`config.mk`:
```
export PLATFORM = sky130hd
export DESIGN_NAME = keypad_scanner
export DESIGN_NICKNAME = d
export VERILOG_FILES = /design/src/rtl/keypad_scanner.sv
export SDC_FILE = /design/constraint.sdc
export NUM_CORES = 1
export LEC_CHECK = 0
export BUFFER_PORTS_ARGS = -buffer_cell sky130_fd_sc_hd__clkbuf_2
export CAP_MARGIN = 20
export CORE_MARGIN = 2
export CORE_UTILIZATION = 55
export DETAILED_ROUTE_END_ITERATION = 7
export GPL_ROUTABILITY_DRIVEN = 1
export PLACE_DENSITY_LB_ADDON = 0.12
export SLEW_MARGIN = 15
export SYNTH_ARGS = -nofsm -noshare
export SYNTH_HDL_FRONTEND = slang
export SYNTH_SLANG_ARGS = --single-unit
```
`constraint.sdc`:
```
create_clock -name clk -period 5.1 [get_ports clk]
set_input_delay 1.02 -clock clk [delete_from_list [all_inputs] [get_ports clk]]
set_output_delay 1.02 -clock clk [all_outputs]
set_load 0.05 [all_outputs]
```
`src/rtl/keypad_scanner.sv`:
```
// keypad_scanner: 4x4 matrix keypad scanner with debounce and optional auto-repeat.
// Latency: a press is reported after deb stable scan ticks (plus synchronizer and column search).
// Flow control: none; key_valid is a one-cycle strobe and the consumer must take it that cycle.
//
// Ports:
//   clk        system clock, rising edge
//   rst        asynchronous active-low reset
//   row[3:0]   keypad rows, active-low, asynchronous to clk
//   col[3:0]   column drive, exactly one bit low
//   key_code   accepted key = row_idx*4 + col_idx, held until the next accepted press
//   key_valid  one-cycle strobe, key_code valid in the same cycle
//   key_held   high while the accepted key is still pressed (covers release debounce)
//
// Parameters: div = clocks per scan tick, deb = stable ticks to accept a press/release,
// rep = ticks between auto-repeat strobes.
// Optional feature: define KEYPAD_REPEAT_EN to emit repeat strobes while a key is held.
//
// Note: the row synchronizer is two clocks deep, so a row read reflects the column
// driven two clocks earlier. With div >= 3 every tick sees a settled column.

module keypad_scanner #(
  parameter int div = 100,
  parameter int deb = 4,
  parameter int rep = 32
) (
  input  logic       clk,
  input  logic       rst,
  input  logic [3:0] row,
  output logic [3:0] col,
  output logic [3:0] key_code,
  output logic       key_valid,
  output logic       key_held
);

  // Elaboration-time parameter sanity checks.
  if (div < 2 || div > (1 << 20)) begin : g_div_range
    $error("keypad_scanner: div must be within 2..2^20");
  end
  if (deb < 2 || deb > 15) begin : g_deb_range
    $error("keypad_scanner: deb must be within 2..15");
  end
  if (rep < 1) begin : g_rep_range
    $error("keypad_scanner: rep must be at least 1");
  end

  localparam int            TW        = (div > 1) ? $clog2(div) : 1;
  localparam logic [TW-1:0] TICK_LAST = TW'(div - 1);
  localparam logic [3:0]    STAB_LAST = 4'(deb - 1);

  typedef enum logic [1:0] {
    SCAN     = 2'd0,
    DEBOUNCE = 2'd1,
    HELD     = 2'd2,
    RELEASE  = 2'd3
  } state_t;

  // ------------------------------------------------------------------
  // Row synchronizer: rows idle high, so reset to all-ones (no key).
  // ------------------------------------------------------------------
  logic [3:0] row_meta;
  logic [3:0] rs;

  always_ff @(posedge clk or negedge rst) begin
    if (!rst) begin
      row_meta <= 4'b1111;
      rs       <= 4'b1111;
    end else begin
      row_meta <= row;
      rs       <= row_meta;
    end
  end

  // ------------------------------------------------------------------
  // Scan tick: one-cycle pulse every div clocks.
  // ------------------------------------------------------------------
  logic [TW-1:0] tcnt;
  logic          tick;

  assign tick = (tcnt == TICK_LAST);

  always_ff @(posedge clk or negedge rst) begin
    if (!rst) begin
      tcnt <= '0;
    end else if (tick) begin
      tcnt <= '0;
    end else begin
      tcnt <= tcnt + 1'b1;
    end
  end

  // ------------------------------------------------------------------
  // Index encoders.
  // ------------------------------------------------------------------
  logic [1:0] col_idx;   // position of the driven (low) column
  logic [1:0] row_idx;   // lowest-index low row; lower rows win on multi-press

  always_comb begin
    col_idx = 2'd0;
    row_idx = 2'd0;
    // Walk downwards so the last hit is the lowest index.
    for (int i = 3; i >= 0; i--) begin
      if (!col[i]) col_idx = 2'(i);
      if (!rs[i])  row_idx = 2'(i);
    end
  end

  // ------------------------------------------------------------------
  // Scan / debounce FSM with registered outputs.
  // ------------------------------------------------------------------
  state_t     state;
  logic [1:0] lat_row;
  logic [1:0] lat_col;
  logic [3:0] stab;
  logic [3:0] stab_inc;
  logic       key_down;

  assign stab_inc = stab + 4'd1;
  // Only the latched row is watched once a key is captured; other keys are ignored.
  assign key_down = ~rs[lat_row];

`ifdef KEYPAD_REPEAT_EN
  localparam int            RW       = (rep > 1) ? $clog2(rep) : 1;
  localparam logic [RW-1:0] RPT_LAST = RW'(rep - 1);
  logic [RW-1:0] rpt;
`endif

  always_ff @(posedge clk or negedge rst) begin
    if (!rst) begin
      state     <= SCAN;
      col       <= 4'b1110;
      key_code  <= 4'd0;
      key_valid <= 1'b0;
      key_held  <= 1'b0;
      stab      <= 4'd0;
      lat_row   <= 2'd0;
      lat_col   <= 2'd0;
`ifdef KEYPAD_REPEAT_EN
      rpt       <= '0;
`endif
    end else begin
      key_valid <= 1'b0;
      if (tick) begin
        unique case (state)
          SCAN: begin
            if (rs == 4'b1111) begin
              col <= {col[2:0], col[3]};
            end else begin
              // Column stays frozen on the one that produced the low row.
              lat_row <= row_idx;
              lat_col <= col_idx;
              stab    <= 4'd0;
              state   <= DEBOUNCE;
            end
          end

          DEBOUNCE: begin
            if (!key_down) begin
              state <= SCAN;
            end else if (stab_inc == STAB_LAST) begin
              // The detection tick plus deb-1 further low ticks: accept.
              stab      <= stab_inc;
              key_code  <= {lat_row, lat_col};
              key_valid <= 1'b1;
              key_held  <= 1'b1;
              state     <= HELD;
`ifdef KEYPAD_REPEAT_EN
              rpt       <= '0;
`endif
            end else begin
              stab <= stab_inc;
            end
          end

          HELD: begin
            if (!key_down) begin
              stab  <= 4'd0;
              state <= RELEASE;
`ifdef KEYPAD_REPEAT_EN
            end else if (rpt == RPT_LAST) begin
              rpt       <= '0;
              key_valid <= 1'b1;
            end else begin
              rpt <= rpt + 1'b1;
`endif
            end
          end

          RELEASE: begin
            if (key_down) begin
              // Release bounce: resume holding without a new strobe. The repeat
              // counter keeps its value so the repeat cadence is not restarted.
              state <= HELD;
            end else if (stab_inc == STAB_LAST) begin
              key_held <= 1'b0;
              state    <= SCAN;
            end else begin
              stab <= stab_inc;
            end
          end

          default: state <= SCAN;
        endcase
      end
    end
  end

endmodule

```
# [Yosys cells after proc, flatten, opt, wreduce, memory -nomap -nowiden]
# Index checks and enable logic that the tools add are counted.
[totals] reg_bits=35 output_inout_bits=10 word_cells=72
[classes] n_bitwise=2 magnitude_cmp=1 addsub=2 muxes=33 n_eq_ne=15 reduce_logical=8
[ops] cell="two-way mux 2 bit" count=14
[ops] cell="two-way mux 4 bit" count=5
[ops] cell="case mux 4 bit (4 select lines)" count=1
[ops] cell="!= test 2 bit (second input constant)" count=7
[ops] cell="AND reduction 6 bit" count=2
[ops] cell="two-way mux 1 bit" count=9
[ops] cell="case mux 2 bit (4 select lines)" count=1
[ops] cell="adder 7 x 1 -> 7 bit (second input constant)" count=1
[ops] cell="equality test 7 bit (second input constant)" count=1
[ops] cell="two-way mux 7 bit" count=1
[ops] cell="!= test 3 bit (second input constant)" count=2
[ops] cell="AND reduction 3 bit" count=2
[ops] cell="AND reduction 5 bit" count=1
[ops] cell="adder 4 x 1 -> 4 bit (second input constant)" count=1
[ops] cell="equality test 2 bit (second input constant)" count=2
[ops] cell="equality test 4 x 2 -> 1 bit (second input constant)" count=1
[ops] cell="equality test 4 bit (second input constant)" count=1
[ops] cell="AND reduction 4 bit" count=1
[ops] cell="< comparator 2 x 3 -> 1 bit (second input constant)" count=1
[ops] cell="binary-select mux 1 bit (select 2 bit)" count=1
[ops] cell="equality test 2 x 1 -> 1 bit (second input constant)" count=1
[ops] cell="zero test 2 bit" count=1
[ops] cell="NOT 1 bit" count=2
[ops] cell="case mux 1 bit (2 select lines)" count=1
[ops] cell="nonzero test 2 bit" count=1

# [Depth between registers and ports, before layout]
[logic_depth] word_depth=6 mapped_depth=8

# [Worst setup path after synthesis]
# No wires, ideal clock.
[synth_timing] path_type="register -> register" start="register tcnt[0]" end="register key_code[0]" period_less_slack_ns=2.252 setup_time_ns=0.125 path_buffers=2 t_arrival_ns=2.127 stages_incl_launch_ff=8 slack_ns=2.848 cell_sequence="dfrtp_1 > ha_1 > nand4b_1 > or3_1 > buf_6 > or4_4 > buf_6 > mux2_4"
[synth_between] elab_chain_len=2
[synth_rtl] item="from (decl)" line_no="76" rtl="logic [TW-1:0] tcnt;"
[synth_rtl] item="from (signal assigned)" line_no="87" rtl="tcnt <= tcnt + 1'b1;"
[synth_rtl] item="equality test 7 bit" line_no="79" rtl="assign tick = (tcnt == TICK_LAST);"
[synth_rtl] item="AND reduction 4 bit (no source line)"
[synth_rtl] item="to (signal assigned)" line_no="162" rtl="key_code <= {lat_row, lat_col};"
[synth_rtl] item="to (decl)" line_no="30" rtl="output logic [3:0] key_code,"
# No other way between the ends.
# A chain may end at the register's enable or synchronous reset.

# [Worst setup path after layout]
# Same ends and word-level chain as after synthesis.

==> summary by stage <==
Synthesis
The XOR/XNOR share of the synthesized area is between 2 and 2.5%. Yosys printed 0 warnings. The simple logic cell fraction of the synthesized area is between 10% and 20%. Summing the sequential cell areas from Yosys gives approximately 55% of the chip area. The synthesized design contains 35 register bits.

The number of nets produced by synthesis is between 100 and 150. The most used flip-flop cell after synthesis is sky130_fd_sc_hd__dfrtp_1. The number of unique standard cell types used by synthesis is 44. The number of enable flip-flop cells after synthesis is 0. Synthesis produced a netlist whose cell count is ~140. The synthesized netlist devotes 2.311% of its cell area to adder and majority cells. The main combinational cell family by area after synthesis is simple AND/OR/NAND/NOR gates. Of the post-synthesis cell area, the part taken by muxes is about a tenth. The synthesized netlist devotes between 10% and 20% of its cell area to compound gates. In this run the cell area of the synthesized design comes to between 1500 and 2000 µm². For this run, asynchronously set or reset flops after synthesis account for 100.0%. The mean instance size in the synthesized netlist is approximately 12 µm².

Route
The post-detailed-route wirelength per cell is ~14 µm. The first-pass iteration count of the detailed router is 4. The post-route met1 wirelength is ~1.2 mm. The number of DRC markers after the initial detailed-route iteration is 67. The final routed DRC violation total is 0. The total met3 wirelength after detailed routing is ~150 µm. The top routing layer in use is met4. The routed wire length on met2 is roughly 1.2 mm. The count of nets left with antenna violations after detail routing is 0.

The count of vias placed by the detailed router is 1,096. The final layout contains routed wiring with a total length of 2.575 mm. In the routed layout, each cell is associated on average with a via count of ~6.

GRT
The number of antenna violations at the first check in global routing is 0. The global routing usage summed across all routing layers is 17.67%. The number of global-route vias before repair is a little under 1,000.

The remaining global-route overflow is 0. The first global-routing pass estimated ~4.4 mm of wire. Entering global routing, the biggest net connects 36 pins.

Worst hold path
In this run the worst hold path is classified as reg2reg.

Floorplan
The height of the die is around 58 µm. The die covers about 3400 µm². The top-level I/O count is 16. The total core area is about 2800 µm². After floorplanning, the core was divided into 19 placement rows. The die boundary width is 58.34 µm. Once the floorplan was initialized, standard cells occupied 58.39% of the core.

STA
The top achievable clock speed is 424.7 MHz. The count of endpoints failing setup in the final report is 0. Summed over all failing endpoints, the final setup total negative slack is 0 ps. In this run the tightest slew margin relative to its limit is between 40 and 50%. Setup repair after global routing left no endpoint under its margin. Of the available clock period, the critical path in the final layout requires between 40% and 50%. The transition at the pin with the smallest max-transition slack is 829.4 ps. The setup slack of the critical path after layout is around 2700 ps. The worst-case clock skew is 4.772 ps. The number of pins exceeding their max-slew limit in the final report is 0. For the finished layout, the period the worst path requires is approximately 2400 ps. The number of hold violations in the final report is 0.

Clock network
After clock tree synthesis, the clock-pin slew on the worst setup and hold paths is around 90 ps. Buffers inserted during clock tree synthesis total 5. The number of resized instances in the post-cts repair step is 0. TritonCTS built the clock tree. The later pin in the worst-skew pair is clocked with a latency of 330 ps. The number of hold-repair buffers added at the cts stage is 0. Counting along the longest clock path gives a buffer depth of 2.

The total number of H-tree levels is 2. The tree built by TritonCTS fans out to 35 sinks. The buffer cell driving the clock tree root is sky130_fd_sc_hd__clkbuf_4. The total setup buffers inserted after CTS is 0.

Critical path
STA classifies the critical path endpoint as a flip-flop. Data arrives at the worst endpoint at between 2000 and 3000 ps. In this run the worst path has a maximum fanout of 10. The worst setup path is launched from a flip-flop. The category of the critical setup timing path is reg2reg.

Data on the critical path is required at its endpoint by ~5300 ps.

Place
Routability-driven placement finished with a final weighted congestion of between 0.8 and 0.9. At the placement stage, the worst setup path has a slack of between 2000 and 3000 ps. Summed over all nets, the half-perimeter wirelength after detailed placement is around 1.8 mm. Port buffering added 15 buffers.

Power and ir drop
VDD sags by at most approximately 0.23 mV. For this design the ratio of total power to cell area is approximately 250 nW/µm². The leakage dissipation is approximately 0.84 nW.

Run status
The flow ran to the end, and the final reports show no timing, DRC or antenna violations.

Final layout
The library cells used most frequently in the layout, excluding fill and tap cells, are 24 x sky130_fd_sc_hd__dfrtp_1, 15 x sky130_fd_sc_hd__clkbuf_2, 11 x sky130_fd_sc_hd__dfstp_2, 7 x sky130_fd_sc_hd__nor2_1, 7 x sky130_fd_sc_hd__nand2_1. The diode insertion count for antenna repair is 0. The library cell used most frequently in the layout, excluding fill and tap cells, is sky130_fd_sc_hd__dfrtp_1.

From synthesis to final layout, the design area changed by 7.781%. The number of nets in the layout is roughly 160. The ratio of cells with drive above 1 in the final layout is 25.97%.

Job
The number of violations of the max-capacitance limit is 0.
## sequential cells by signal (all words and copies together) (netlist names), named ones only
signal	count
key_held	1
rs	4
lat_col	2
row_meta	4
key_valid	1
col	4
tcnt	7
key_code	4
stab	4
lat_row	2
state	1
## final timing paths
| path | start | to | slack [ps] | cells after the start |
|---|---|---|---|---|
| min in group asynchronous | rst | stab[3]$_DFFE_PN0P_ | 760 | 1 |
| hold / removal | row_meta[1]$_DFF_PN1_ | rs[1]$_DFF_PN1_ | 360 | 0 |
| setup reg to reg | tcnt[0]$_DFF_PN0_ | key_code[0]$_DFFE_PN0P_ | 2750 | 5 |
| max in group asynchronous | rst | tcnt[4]$_DFF_PN0_ | 3830 | 1 |
| setup / recovery | tcnt[0]$_DFF_PN0_ | key_code[0]$_DFFE_PN0P_ | 2750 | 5 |
| hold reg to reg | row_meta[1]$_DFF_PN1_ | rs[1]$_DFF_PN1_ | 360 | 0 |
## critical path: stages, from the launching register on
cell and delay, ps:
sky130_fd_sc_hd__dfrtp_1 400, sky130_fd_sc_hd__ha_1 280, sky130_fd_sc_hd__nand4b_1 150, sky130_fd_sc_hd__or3_1 480
sky130_fd_sc_hd__or4_4 620, sky130_fd_sc_hd__mux2_4 320
## area by class of cell
| type | count | area (µm²) |
|---|---|---|
| Clock buffer | 7 | 45.04 |
| Tap cell | 31 | 38.79 |
| Clock inverter | 1 | 5.005 |
| Timing Repair Buffer | 15 | 75.07 |
| Sequential cell | 35 | 889.6 |
| Fill cell | 226 | 1031 |
| Inverter | 5 | 18.77 |
| Multi-Input combinational cell | 91 | 678.2 |
## per-layer routing
layer | track usage, % | vias to the layer above
li1 | - | 538
met1 | 22.85 | 525
met2 | 25.68 | 29
met3 | 7.473 | 4
met4 | 8.638 | 0
met5 | 0 | -
## per-stage QoR
| stage | utilization, % | instance area [µm²] | hold WS, ps | total power (W) | cells |
|---|---|---|---|---|---|
| after floorplan | - | 1624 | 345.2 | 0.0002927 | 137 |
| after global placement | 61.13 | 1700 | 346.5 | 0.0003002 | 177 |
| after detailed placement | 61.13 | 1700 | 346.8 | 0.0003006 | 177 |
| after CTS | 62.93 | 1750 | 361.3 | 0.0004437 | 185 |
| after global routing | 62.93 | 1750 | 369.1 | 0.0004536 | 185 |
| final | 62.93 | 1750 | 359.8 | 0.0004328 | 185 |
## report_power, final
part           internal [W]  switching (W)
Sequential         0.000283     0.00000192
Clock             0.0000537      0.0000841
Combinational    0.00000255     0.00000730
## cell usage after synthesis (2+ instances only)
cell	count	area, µm²
sky130_fd_sc_hd__nor2b_1	2	12.51
sky130_fd_sc_hd__o21ai_0	3	15.01
sky130_fd_sc_hd__nor3_1	4	20.02
sky130_fd_sc_hd__clkbuf_1	4	15.01
sky130_fd_sc_hd__nand3_1	6	30.03
sky130_fd_sc_hd__nand4_1	4	25.02
sky130_fd_sc_hd__dfrtp_1	24	600.6
sky130_fd_sc_hd__nor2_1	7	26.28
sky130_fd_sc_hd__a41oi_1	3	26.28
sky130_fd_sc_hd__mux2_4	4	60.06
sky130_fd_sc_hd__a21bo_1	2	20.02
sky130_fd_sc_hd__inv_1	4	15.01
sky130_fd_sc_hd__o31ai_1	2	15.01
sky130_fd_sc_hd__and3_1	3	18.77
sky130_fd_sc_hd__a211o_1	2	17.52
sky130_fd_sc_hd__dfstp_2	11	289.0
sky130_fd_sc_hd__nor4_1	2	12.51
sky130_fd_sc_hd__and2_1	2	12.51
sky130_fd_sc_hd__ha_1	3	37.54
sky130_fd_sc_hd__a21oi_1	6	30.03
sky130_fd_sc_hd__nand2b_1	2	12.51
sky130_fd_sc_hd__xnor2_1	3	26.28
sky130_fd_sc_hd__buf_6	2	22.52
sky130_fd_sc_hd__nand2_1	7	26.28
sky130_fd_sc_hd__mux2_1	6	67.56
## kinds of logic after synthesis
group / after synthesis
buffers and inverters: 11
flip-flops: 35
adder cells (fa/ha/maj): 3
AND/OR/NAND/NOR: 46
multiplexers: 12
XOR/XNOR: 4
AO/OA/AOI/OAI: 26
Note: power is estimated with default switching activity, not from simulation.
